File: src/rtl/uartrx.sv
// 8N1 UART receiver with mid-bit sampling and a go/dr acknowledge handshake.
// Define UARTRX_OVERRUN_EN to add the sticky ovr output for frames lost while awaiting acknowledge.
module uartrx #(
    parameter int unsigned ClockFrequencyHz = 66_000_000,
    parameter int unsigned BaudRate         = 9600
) (
    input  logic       clk,
    input  logic       rst_n,
    input  logic       rx,
    input  logic       go,
    output logic [7:0] data,
    output logic       dr,
    output logic       ferr
`ifdef UARTRX_OVERRUN_EN
    ,
    output logic       ovr
`endif
);

    localparam int unsigned BitTime = ClockFrequencyHz / BaudRate;
    localparam int unsigned TimeW   = $clog2(BitTime);

    localparam logic [TimeW-1:0] HalfLoad = TimeW'(BitTime / 2 - 1);
    localparam logic [TimeW-1:0] FullLoad = TimeW'(BitTime - 1);

    typedef enum logic [2:0] {
        Idle,
        StartBit,
        DataBits,
        StopBit,
        WaitForGoLow
    } state_e;

    state_e            state_q;
    logic [TimeW-1:0]  time_q;
    logic [2:0]        bit_q;
    logic [7:0]        data_q;
    logic              ferr_q;
    logic              rx_meta_q;
    logic              rx_s_q;
    logic              rx_p_q;
    logic              fall;
    logic              time_zero;
`ifdef UARTRX_OVERRUN_EN
    logic              ovr_q;
`endif

    assign fall      = rx_p_q & ~rx_s_q;
    assign time_zero = (time_q == '0);

    always_ff @(posedge clk) begin
        if (!rst_n) begin
            state_q   <= Idle;
            time_q    <= '0;
            bit_q     <= '0;
            data_q    <= '0;
            ferr_q    <= 1'b0;
            rx_meta_q <= 1'b1;
            rx_s_q    <= 1'b1;
            rx_p_q    <= 1'b1;
`ifdef UARTRX_OVERRUN_EN
            ovr_q     <= 1'b0;
`endif
        end else begin
            rx_meta_q <= rx;
            rx_s_q    <= rx_meta_q;
            rx_p_q    <= rx_s_q;

            unique case (state_q)
                Idle: begin
                    if (go && fall) begin
                        time_q  <= HalfLoad;
                        state_q <= StartBit;
                    end
                end
                StartBit: begin
                    if (!time_zero) begin
                        time_q <= time_q - 1'b1;
                    end else if (!rx_s_q) begin
                        time_q  <= FullLoad;
                        bit_q   <= '0;
                        state_q <= DataBits;
`ifdef UARTRX_OVERRUN_EN
                        ovr_q   <= 1'b0;
`endif
                    end else begin
                        // Start bit no longer low at mid-bit: treat as a line glitch.
                        state_q <= Idle;
                    end
                end
                DataBits: begin
                    if (!time_zero) begin
                        time_q <= time_q - 1'b1;
                    end else begin
                        data_q[bit_q] <= rx_s_q;
                        bit_q         <= bit_q + 3'd1;
                        time_q        <= FullLoad;
                        if (bit_q == 3'd7) begin
                            state_q <= StopBit;
                        end
                    end
                end
                StopBit: begin
                    if (!time_zero) begin
                        time_q <= time_q - 1'b1;
                    end else begin
                        ferr_q  <= ~rx_s_q;
                        state_q <= WaitForGoLow;
                    end
                end
                WaitForGoLow: begin
                    if (!go) begin
                        state_q <= Idle;
                    end
`ifdef UARTRX_OVERRUN_EN
                    if (fall) begin
                        ovr_q <= 1'b1;
                    end
`endif
                end
                default: state_q <= Idle;
            endcase
        end
    end

    assign data = data_q;
    assign ferr = ferr_q;
    assign dr   = (state_q == WaitForGoLow);
`ifdef UARTRX_OVERRUN_EN
    assign ovr  = ovr_q;
`endif

endmodule

File: config.mk
export PLATFORM = sky130hd
export DESIGN_NAME = uartrx
export DESIGN_NICKNAME = d
export VERILOG_FILES = /design/src/rtl/uartrx.sv
export SDC_FILE = /design/constraint.sdc
export NUM_CORES = 1
export LEC_CHECK = 0
export BUFFER_PORTS_ARGS = -buffer_cell sky130_fd_sc_hd__buf_2
export CAP_MARGIN = 20
export CORE_MARGIN = 2
export CORE_UTILIZATION = 59
export DETAILED_ROUTE_END_ITERATION = 6
export PLACE_DENSITY = 0.79
export SYNTH_ARGS = -nofsm -noshare
export SYNTH_HDL_FRONTEND = slang
export SYNTH_SLANG_ARGS = --single-unit
File: constraint.sdc
create_clock -name clk -period 2.7 [get_ports clk]
set_input_delay 0.54 -clock clk [delete_from_list [all_inputs] [get_ports clk]]
set_output_delay 0.54 -clock clk [all_outputs]
set_load 0.05 [all_outputs]
# ---- After elaboration in Yosys (flattened, before gate mapping)
# Index checks and enable logic that the tools add are counted.
dict set report totals {
  ff_bits 31
  wordCells 60
}
dict set report op_classes {
  reduce_logical 11
  n_addsub 2
  magnitude_cmp 2
  n_mux 21
  n_eq_ne 14
  bitwise_logic 2
}
# op count
set ops {}
lappend ops {{$mux W13} 5}
lappend ops {{$pmux W13 S4} 1}
lappend ops {{$mux W3} 9}
lappend ops {{$ne A2 B2 Y1 const B} 8}
lappend ops {{$pmux W3 S5} 1}
lappend ops {{$logic_not A13 Y1} 1}
lappend ops {{$sub A13 B1 Y13 const B} 1}
lappend ops {{$bwmux W8} 1}
lappend ops {{$reduce_and A4 Y1} 2}
lappend ops {{$eq A3 B2 Y1 const B} 2}
lappend ops {{$eq A3 B3 Y1 const B} 2}
lappend ops {{$pmux W3 S2} 1}
lappend ops {{$reduce_and A6 Y1} 1}
lappend ops {{$lt A3 B4 Y1 const B} 1}
lappend ops {{$reduce_and A2 Y1} 2}
lappend ops {{$reduce_bool A4 Y1} 1}
lappend ops {{$add A3 B1 Y3 const B} 1}
lappend ops {{$demux W1 S3} 1}
lappend ops {{$eq A3 B1 Y1 const B} 1}
lappend ops {{$ge A3 B1 Y1 const B} 1}
lappend ops {{$logic_not A3 Y1} 1}
lappend ops {{$ne A3 B3 Y1 const B} 1}
lappend ops {{$logic_and A1 B1 Y1} 2}
lappend ops {{$mux W2} 1}
lappend ops {{other kinds (4)} 4}

# ---- Longest topological paths before layout
# Gate-level depths: netlist of the first run.
dict set report depth {
  word_depth 5
  mapped_depth 7
}

# ---- Least setup slack after synthesis of the first run
# Ideal clock, no wire load.
dict set report synth_path {
  path_kind {flip-flop to flip-flop}
  start {register time_q[8]}
  end {register time_q[1]}
  arrival_ps 2031
  path_slack_ps 554
  stages_incl_launch_ff 7
  synth_period_minus_slack_ps 2146
  cell_sequence {dfxtp_1 > or3_4 > or4b_4 > buf_6 > o31ai_2 > o22ai_1 > o21a_1}
}
dict set report synth_between {
  elab_chain_cells 3
  elab_cells_between_ends 7
  cone_classes {eq/ne (2); mux (3); reduce/logical (2)}
}
# element line
set synth_lines {}
lappend synth_lines {{start, declared} 35} ;# logic [TimeW-1:0] time_q;
lappend synth_lines {{start signal, assigned} 72} ;# time_q <= HalfLoad;
lappend synth_lines {{start signal, assigned} 78} ;# time_q <= time_q - 1'b1;
lappend synth_lines {{start signal, assigned} 80} ;# time_q <= FullLoad;
lappend synth_lines {{$logic_not A13 Y1 *} 49} ;# assign time_zero = (time_q == '0);
lappend synth_lines {{$ne A3 B3 Y1 (no line), or another cell as far along} --}
lappend synth_lines {{$reduce_and A4 Y1 (no line) or $pmux W13 S4 (tied branches)} --}
# Every way passes the cells marked *; elsewhere a longest branch is shown, timed or not.
# A chain may end at the register's enable or synchronous reset.

# ---- Final worst setup path of the first run
dict set report layout_path {
  start {register time_q[8]}
  end {register time_q[2]}
}
# The elaborated chain is that of the path after synthesis.

==> flow_summary.ini, run 1 <==
[layout]
drive_gt1_share_pct = 18.06
final_nets = 234
final_cells = 260
syn2layout_area_growth_pct = 7.423
n_antenna_cell = 0
final_area_mm2 = 0.001956

[route]
initialDrtViolationCount = 227
vias = 1678
drt-pass1-iter-count = 4
wirelength_um = 4175
vias_per_cell = 6.454
ant_nets = 0
drc = 0
routed_wire_length_per_instance_um = 16.06

[synth]
synth.most_common_cell = dfxtp_1
syn_avg_cell_area_um2 = 8.587
synth_cells = 212
synthArstFlopShare_pct = 0
yosys_warnings = 0
yosysSeqAreaShare_pct = 34.09
synth.distinct_cells = 53
synth_nets = 220
syn_area_mm2 = 0.001820
synth_area_leaders = dfxtp_1 34%, nand2_1 4.5%, mux2i_1 4.4%, nor2_1 3.1%, a21oi_1 3.0%
synth_top_area_cell = dfxtp_1
synth_flop_cell = dfxtp_1
synth_commonest_cells = 31 x dfxtp_1, 22 x nand2_1, 15 x nor2_1
synth_top_cell_area_share_pct = 34.09
ys_seq_elements = 31
synth_edf_count = 0

[timing]
period_share_pct = 89.71
setup_violations = 0
worst_pin_slew_ns = 0.9145
drv_slew = 0
fin_crit_ns = 2.422
hold_viol = 0
fin_worst_skew_ns = 0.005575
fmax_mhz = 412.9
slew_headroom_pct = 38.39
grt_setup_unrepaired = no
fin_setup_tns_ns = 0
layout_setup_ws_ns = 0.2779

[worst_setup_path]
path_max_fanout = 12
critPathKind = reg -> reg
cp.arrival_ns = 2.67
critPathRequiredTime_ns = 2.95
cp-start-kind = flop
end_kind = flop

[power_and_ir_drop]
p_sw_mw = 1.173
p_int_mw = 1.203
p_clk_share_pct = 11.8
p_per_area_mw_per_mm2 = 1215
p_leak_nw = 0.7634
pwr-share-seq_pct = 28.3
netSwitchingFraction_pct = 49.37
peakVddDrop_uv = 473.0
p_comb_share_pct = 59.9

[clock_tree]
htreeDepth = 2
cts_hold_buf = 0
clk_path_buf_depth = 2
cts_made_buffers = 5
cts_resized = 0
clock_sinks = 31
tritoncts = yes
postCtsSetupRepairBufs = 0
clk_pin_slew_ns = 0.11
cts_root_buf = clkbuf_4
insertion_delay_ns = 0.34

[grt]
antenna_found_initial = 0
grt_pass1_wl_um = 6982
grt-ovfl-total = 0
first_global_vias = 1503
grt_max_degree = 25
grt_usage_pct = 26.25

[floorplan]
ioPinCount = 14
dieArea_mm2 = 0.003546
die-height_um = 59.55
die_x_um = 59.55
design.core.area_mm2 = 0.003003
rows = 20
start_util_pct = 60.62

[run]
cap_violations = 0

[place]
place_ws_ns = 0.3039
io_buffers = 13
post-place-cells = 252
place_area_mm2 = 0.001898
hpwl_um = 3002
gp_congestion = 0.9815

[min_path]
hold_path.class = in -> reg

[outcome]
status = completed
[layer usage]
metal  part of all wire, %  vias to the layer above  GRT usage, %
li1                      -                      817             -
met1                    45                      786         33.78
met2                    47                       66         42.39
met3                   7.3                        9         7.424
met4                   1.2                        0         8.571
met5                     0                        -             0
[path summary, 6_finish.rpt]
check,cells past startpoint,from,slack (ns),to
max,5,time_q[8]$_SDFFE_PN0P_,0.28,time_q[2]$_SDFFE_PN0P_
max reg2reg,5,time_q[8]$_SDFFE_PN0P_,0.28,time_q[2]$_SDFFE_PN0P_
min reg2reg,1,rx_meta_q$_SDFF_PN1_,0.43,rx_s_q$_SDFF_PN1_
min,2,rx,0.37,rx_meta_q$_SDFF_PN1_
[worst max-delay path: stages, from the launching register on]
cell and delay [ns]:
dfxtp_1 0.38, or3_4 0.44, or4b_4 0.64, o31ai_2 0.53, nor2_1 0.10, o221a_2 0.25
[kinds of logic (layout without fill, tap and decap cells)]
kind of cell | Yosys count | count (layout) | synth area share (%)
simple gates | 87 | 87 | 27.90
compound gates | 64 | 64 | 25.09
flops | 31 | 31 | 34.09
buf+inv | 17 | 32 | 5.291
mux | 8 | 8 | 4.399
fa+ha+maj | 4 | 4 | 2.749
xor+xnor | 1 | 1 | 0.4812
[state kept, by name, indices dropped and copies added, names as in the netlist]
signal / flops
time_q: 13
data: 8
bit_q: 3
state_q: 3
ferr: 1
rx_meta_q: 1
rx_p_q: 1
rx_s_q: 1
[power by group through the flow]
stage               registers (mW)  logic [mW]  clock network, mW
finish                       0.672        1.42              0.281
global route                 0.689        1.54              0.304
CTS                          0.667        1.40              0.288
detailed placement           0.677        1.39                  0
global placement             0.670        1.36                  0
floorplan                    0.641        1.14                  0
[area by class of cell]
type	count	area, µm²
clock buffers	5	37.54
repair buffers	20	117.6
well taps	33	41.29
flip-flops and latches	31	620.6
fillers	268	1047
inverters	4	15.01
multi-input cells	164	1104
clock inverters	3	20.02
[layout by cell type, fill, tap and decap left out, types with 5 or more instances in the layout]
master	n
o31ai_1	7
buf_4	7
o21ai_0	9
clkbuf_4	5
buf_2	13
mux2i_1	8
nand2_1	22
nor2_1	15
a21oi_1	11
dfxtp_1	31
nand3_1	10
a21boi_1	5
[metrics by stage]
step,hold WS (ns),utilization [%],total power [mW]
2_1_floorplan,0.3863,-,1.783
3_3_place_gp,0.3903,63.21,2.034
3_5_place_dp,0.4061,63.21,2.066
4_1_cts,0.3518,65.13,2.354
5_1_grt,0.3680,65.13,2.536
6_report,0.3669,65.13,2.376
Power figures use the tool's default switching activity.
==> inputs of run 2 (changes only) <==
==> constraint.sdc (replaced) <==
create_clock -name clk -period 2.49 [get_ports clk]
set_input_delay 0.498 -clock clk [delete_from_list [all_inputs] [get_ports clk]]
set_output_delay 0.498 -clock clk [all_outputs]
set_load 0.05 [all_outputs]
==> flow_summary.ini, run 2 (synthesis results as in run 1) <==
[worst_setup_path]
slowest_stage = or4b_4
r2r_start = time_q[8]$_SDFFE_PN0P_
slowest_delay_ns = 0.61
worst-r2r-setup-slack_ns = 0.14
path_max_fanout = 8
path_cells = or3_4 > or4b_4 > o31ai_2 > nor2_1 > o221a_2
cp.arrival_ns = 2.60
critPathRequiredTime_ns = 2.73
path_delay_family = simple AND/OR/NAND/NOR gates
r2r_end = time_q[2]$_SDFFE_PN0P_
r2r_cells = 5
critPathKind = reg -> reg
cp.buffers_inverters = 0
cp-start-kind = flop
end_kind = flop

[layout]
n_antenna_cell = 0
largest_reg_flops = 13
layout_common_cells = 31 x dfxtp_1, 22 x nand2_1, 15 x nor2_1, 13 x buf_2, 11 x a21oi_1
seqCellArea_um2 = 620.6
final_common_cell = dfxtp_1
final_nets = 234
drive_gt1_share_pct = 18.06
fillers = 263
syn2layout_area_growth_pct = 7.423
regMostFlops = time_q
final_area_mm2 = 0.001956
multiInputGateArea_mm2 = 0.001104
final_cells = 260

[timing]
period_share_pct = 94.49
fin_crit_ns = 2.353
whs_ns = 0.3291
grt_setup_unrepaired = no
drv_slew = 0
setup_violations = 0
fmax_mhz = 425.0
fin_worst_skew_ns = 0.005305
worst_pin_slew_ns = 0.8350
slew_headroom_pct = 43.74
fin_setup_tns_ns = 0
hold_viol = 0

[floorplan]
rows = 20
ioPinCount = 14
start_util_pct = 60.62
dieArea_mm2 = 0.003546
die_x_um = 59.55
die-height_um = 59.55
design.core.area_mm2 = 0.003003

[grt]
grt_max_degree = 23
gr-max-usage-layer = met2
antenna_found_initial = 0
grt-ovfl-total = 0
met3_usage_pct = 7.860
first_global_vias = 1521
grtUsageMet2_pct = 41.13
grt_pass1_wl_um = 6982
use_met1_pct = 33.78
grt_usage_pct = 26.40

[min_path]
worstHoldEndpoint = rx_meta_q$_SDFF_PN1_
hold_path.class = in -> reg
hold_depth = 2
min_from = rx

[route]
vias = 1680
drc = 0
routed_wire_length_per_instance_um = 16.30
wirelength_um = 4237
ant_nets = 0
vias_per_cell = 6.462
initialDrtViolationCount = 99
drt-pass1-iter-count = 4

[power_and_ir_drop]
peakVddDrop_uv = 673.5
p_leak_nw = 0.7647
p_per_area_mw_per_mm2 = 1311

[clock_tree]
clock_sinks = 31
cts_hold_buf = 0
cts_made_buffers = 5
clk_path_buf_depth = 2
postCtsSetupRepairBufs = 0
tritoncts = yes
clk_pin_slew_ns = 0.11
htreeDepth = 2
insertion_delay_ns = 0.34
cts_root_buf = clkbuf_4
cts_resized = 0

[place]
hpwl_um = 3078
post-place-cells = 252
io_buffers = 13
gp_congestion = 0.9709
place_area_mm2 = 0.001898

[outcome]
status = completed

[run]
cap_violations = 0
==> run 2: cell counts in the layout (fill, tap and decap cells not counted) <==
No cell type changed its count.
==> run 2: power breakdown <==
part           internal (mW)  switching [mW]
logic                  0.601           0.936
registers              0.594           0.135
clock network          0.108           0.190
total                   1.30            1.26
==> run 2: how the worst max path moves through the flow <==
stage	startpoint	end	slack [ns]	depth (start not counted)
after floorplan	time_q[8]$_SDFFE_PN0P_	time_q[1]$_SDFFE_PN0P_	0.34	6
after global placement	time_q[8]$_SDFFE_PN0P_	time_q[2]$_SDFFE_PN0P_	0.20	5
after detailed placement	time_q[8]$_SDFFE_PN0P_	time_q[2]$_SDFFE_PN0P_	0.14	5
after CTS	time_q[8]$_SDFFE_PN0P_	time_q[2]$_SDFFE_PN0P_	0.11	5
after global routing	time_q[8]$_SDFFE_PN0P_	time_q[2]$_SDFFE_PN0P_	0.04	5
final	time_q[8]$_SDFFE_PN0P_	time_q[2]$_SDFFE_PN0P_	0.14	5
==> run 2: through the flow <==
stage | power (mW) | worst slack, ns | utilization, %
CTS | 2.534 | 0.1149 | 65.13
detailed placement | 2.239 | 0.1399 | 63.21
global route | 2.742 | 0.03501 | 65.13
floorplan | 1.933 | 0.3444 | -
global placement | 2.202 | 0.2034 | 63.21
finish | 2.564 | 0.1372 | 65.13
==> run 2: worst reg2reg max path: stages (launching register included) <==
cell     delay, ns
dfxtp_1       0.37
or3_4         0.44
or4b_4        0.61
o31ai_2       0.50
nor2_1        0.10
o221a_2       0.25
==> run 2: layout make-up <==
class                           count  share of cell area, %
Multi-Input combinational cell    164                  56.43
Sequential cell                    31                  31.73
Clock buffer                        5                  1.919
Tap cell                           33                  2.111
Timing Repair Buffer               20                  6.014
Inverter                            4                 0.7678
Clock inverter                      3                  1.024
==> run 2: layer usage <==
metal / routed length [µm] / vias up
met5: 0 / -
met4: 68 / 0
met3: 267 / 8
met2: 2013 / 64
met1: 1888 / 788
li1: - / 820
==> inputs of run 3 (changes only) <==
--- a/config.mk
+++ b/config.mk
@@ -8,9 +8,8 @@
 export BUFFER_PORTS_ARGS = -buffer_cell sky130_fd_sc_hd__buf_2
 export CAP_MARGIN = 20
 export CORE_MARGIN = 2
-export CORE_UTILIZATION = 59
+export CORE_UTILIZATION = 45
 export DETAILED_ROUTE_END_ITERATION = 6
-export PLACE_DENSITY = 0.79
 export SYNTH_ARGS = -nofsm -noshare
 export SYNTH_HDL_FRONTEND = slang
 export SYNTH_SLANG_ARGS = --single-unit
==> flow_summary.ini, run 3 (synthesis results as in run 1) <==
[clock_tree]
postCtsSetupRepairBufs = 0
tritoncts = yes
htreeDepth = 2
insertion_delay_ns = 0.28
clk_pin_slew_ns = 0.07
cts_resized = 0
cts_root_buf = clkbuf_8
clock_sinks = 31
clk_path_buf_depth = 2
cts_made_buffers = 5
cts_hold_buf = 0

[power_and_ir_drop]
p_comb_share_pct = 57.1
p_int_mw = 1.465
p_clk_share_pct = 16.1
peakVddDrop_uv = 397.4
netSwitchingFraction_pct = 46.57
p_sw_mw = 1.277
pwr-share-seq_pct = 26.8
p_per_area_mw_per_mm2 = 1348
p_leak_nw = 0.7965

[route]
wirelength_um = 4467
m1WireLength_um = 2026
vias = 1646
route.met2.wl_um = 2143
drt-pass1-iter-count = 4
initialDrtViolationCount = 176
vias_per_cell = 5.900
dr_wl_met3_um = 260
top_layer_used = met4
ant_nets = 0
routed_wire_length_per_instance_um = 16.01
drc = 0

[floorplan]
die-height_um = 67.61
rows = 23
design.core.area_mm2 = 0.003943
die_x_um = 67.61
ioPinCount = 14
start_util_pct = 46.18
dieArea_mm2 = 0.004570

[worst_setup_path]
critPathRequiredTime_ns = 2.67
path_cells = or3_4 > or4b_4 > o31ai_2 > buf_4 > nor2_1 > o221a_2
critPathKind = reg -> reg
cp-start-kind = flop
slowest_stage = or4b_4
end_kind = flop
cp.arrival_ns = 2.44
slowest_delay_ns = 0.64
path_max_fanout = 12

[run]
cap_violations = 0

[layout]
syn2layout_area_growth_pct = 11.75
n_antenna_cell = 0
final_nets = 236
drive_gt1_share_pct = 18.34
layout_common_cells = 31 x dfxtp_1, 22 x nand2_1, 15 x nor2_1, 13 x buf_2, 11 x a21oi_1
largest_reg_flops = 13
final_common_cell = dfxtp_1
regMostFlops = time_q

[timing]
slew_headroom_pct = 67.96
layout_setup_ws_ns = 0.2296
setup_violations = 0
fmax_mhz = 442.4
worst_pin_slew_ns = 0.4784
grt_setup_unrepaired = no
hold_viol = 0
fin_worst_skew_ns = 0.006001
fin_setup_tns_ns = 0
period_share_pct = 90.78
fin_crit_ns = 2.260
drv_slew = 0

[grt]
antenna_found_initial = 0
grt_max_degree = 25
grt_usage_pct = 22.33
grt_pass1_wl_um = 7631
first_global_vias = 1607
grt-ovfl-total = 0

[place]
gp_congestion = 0.9258
hpwl_um = 3295
place_ws_ns = 0.2328
io_buffers = 13

[min_path]
hold_path.class = in -> reg

[outcome]
status = completed
==> run 3: cell count changes in the layout (fill, tap and decap cells not counted), sizes merged <==
cell      before  now
buf           20   22
clkbuf         5    8
clkinv         1    0
clkinvlp       2    0
==> run 3: power by group through the flow <==
stage,Clock [mW],Combinational (mW),Sequential (mW)
global placement,0,1.52,0.735
floorplan,0,1.24,0.695
global route,0.477,1.71,0.756
finish,0.442,1.56,0.736
CTS,0.460,1.54,0.731
detailed placement,0,1.54,0.741
==> run 3: layer usage <==
layer  track usage (%)  vias up
li1                  -      821
met4             6.633        0
met3             6.500        6
met5                 0        -
met1             28.51      774
met2             36.27       45
==> run 3: per-stage QoR <==
step	power [mW]	hold slack [ns]	area [µm²]	instances	util [%]
6_report	2.742	0.3988	2034	279	51.60
3_5_place_dp	2.278	0.3932	1934	271	49.06
2_1_floorplan	1.933	0.3863	1821	212	-
5_1_grt	2.939	0.3880	2034	279	51.60
4_1_cts	2.733	0.3856	2034	279	51.60
3_3_place_gp	2.258	0.3872	1934	271	49.06
==> run 3: area by class of cell <==
type / instances / area, µm²
clock buffers: 8 / 100.1
fillers: 365 / 1908
inverters: 4 / 15.01
multi-input cells: 164 / 1104
flip-flops and latches: 31 / 620.6
well taps: 50 / 62.56
repair buffers: 22 / 132.6
==> run 3: worst paths after layout <==
| kind | from | endpoint | slack, ns | cells past startpoint |
|---|---|---|---|---|
| worst min register to register | rx_meta_q$_SDFF_PN1_ | rx_s_q$_SDFF_PN1_ | 0.41 | 1 |
| worst max-delay path | time_q[8]$_SDFFE_PN0P_ | time_q[2]$_SDFFE_PN0P_ | 0.23 | 6 |
| worst max register to register | time_q[8]$_SDFFE_PN0P_ | time_q[2]$_SDFFE_PN0P_ | 0.23 | 6 |
| worst min-delay path | rx | rx_meta_q$_SDFF_PN1_ | 0.40 | 2 |
==> run 3: worst max-delay path, delay by kind of cell (launching register included) <==
family,cells,cell delay (ns)
and+or+nand+nor,3,1.12
AOI/OAI and AO/OA,2,0.48
DFF,1,0.36
buffers and inverters,1,0.19
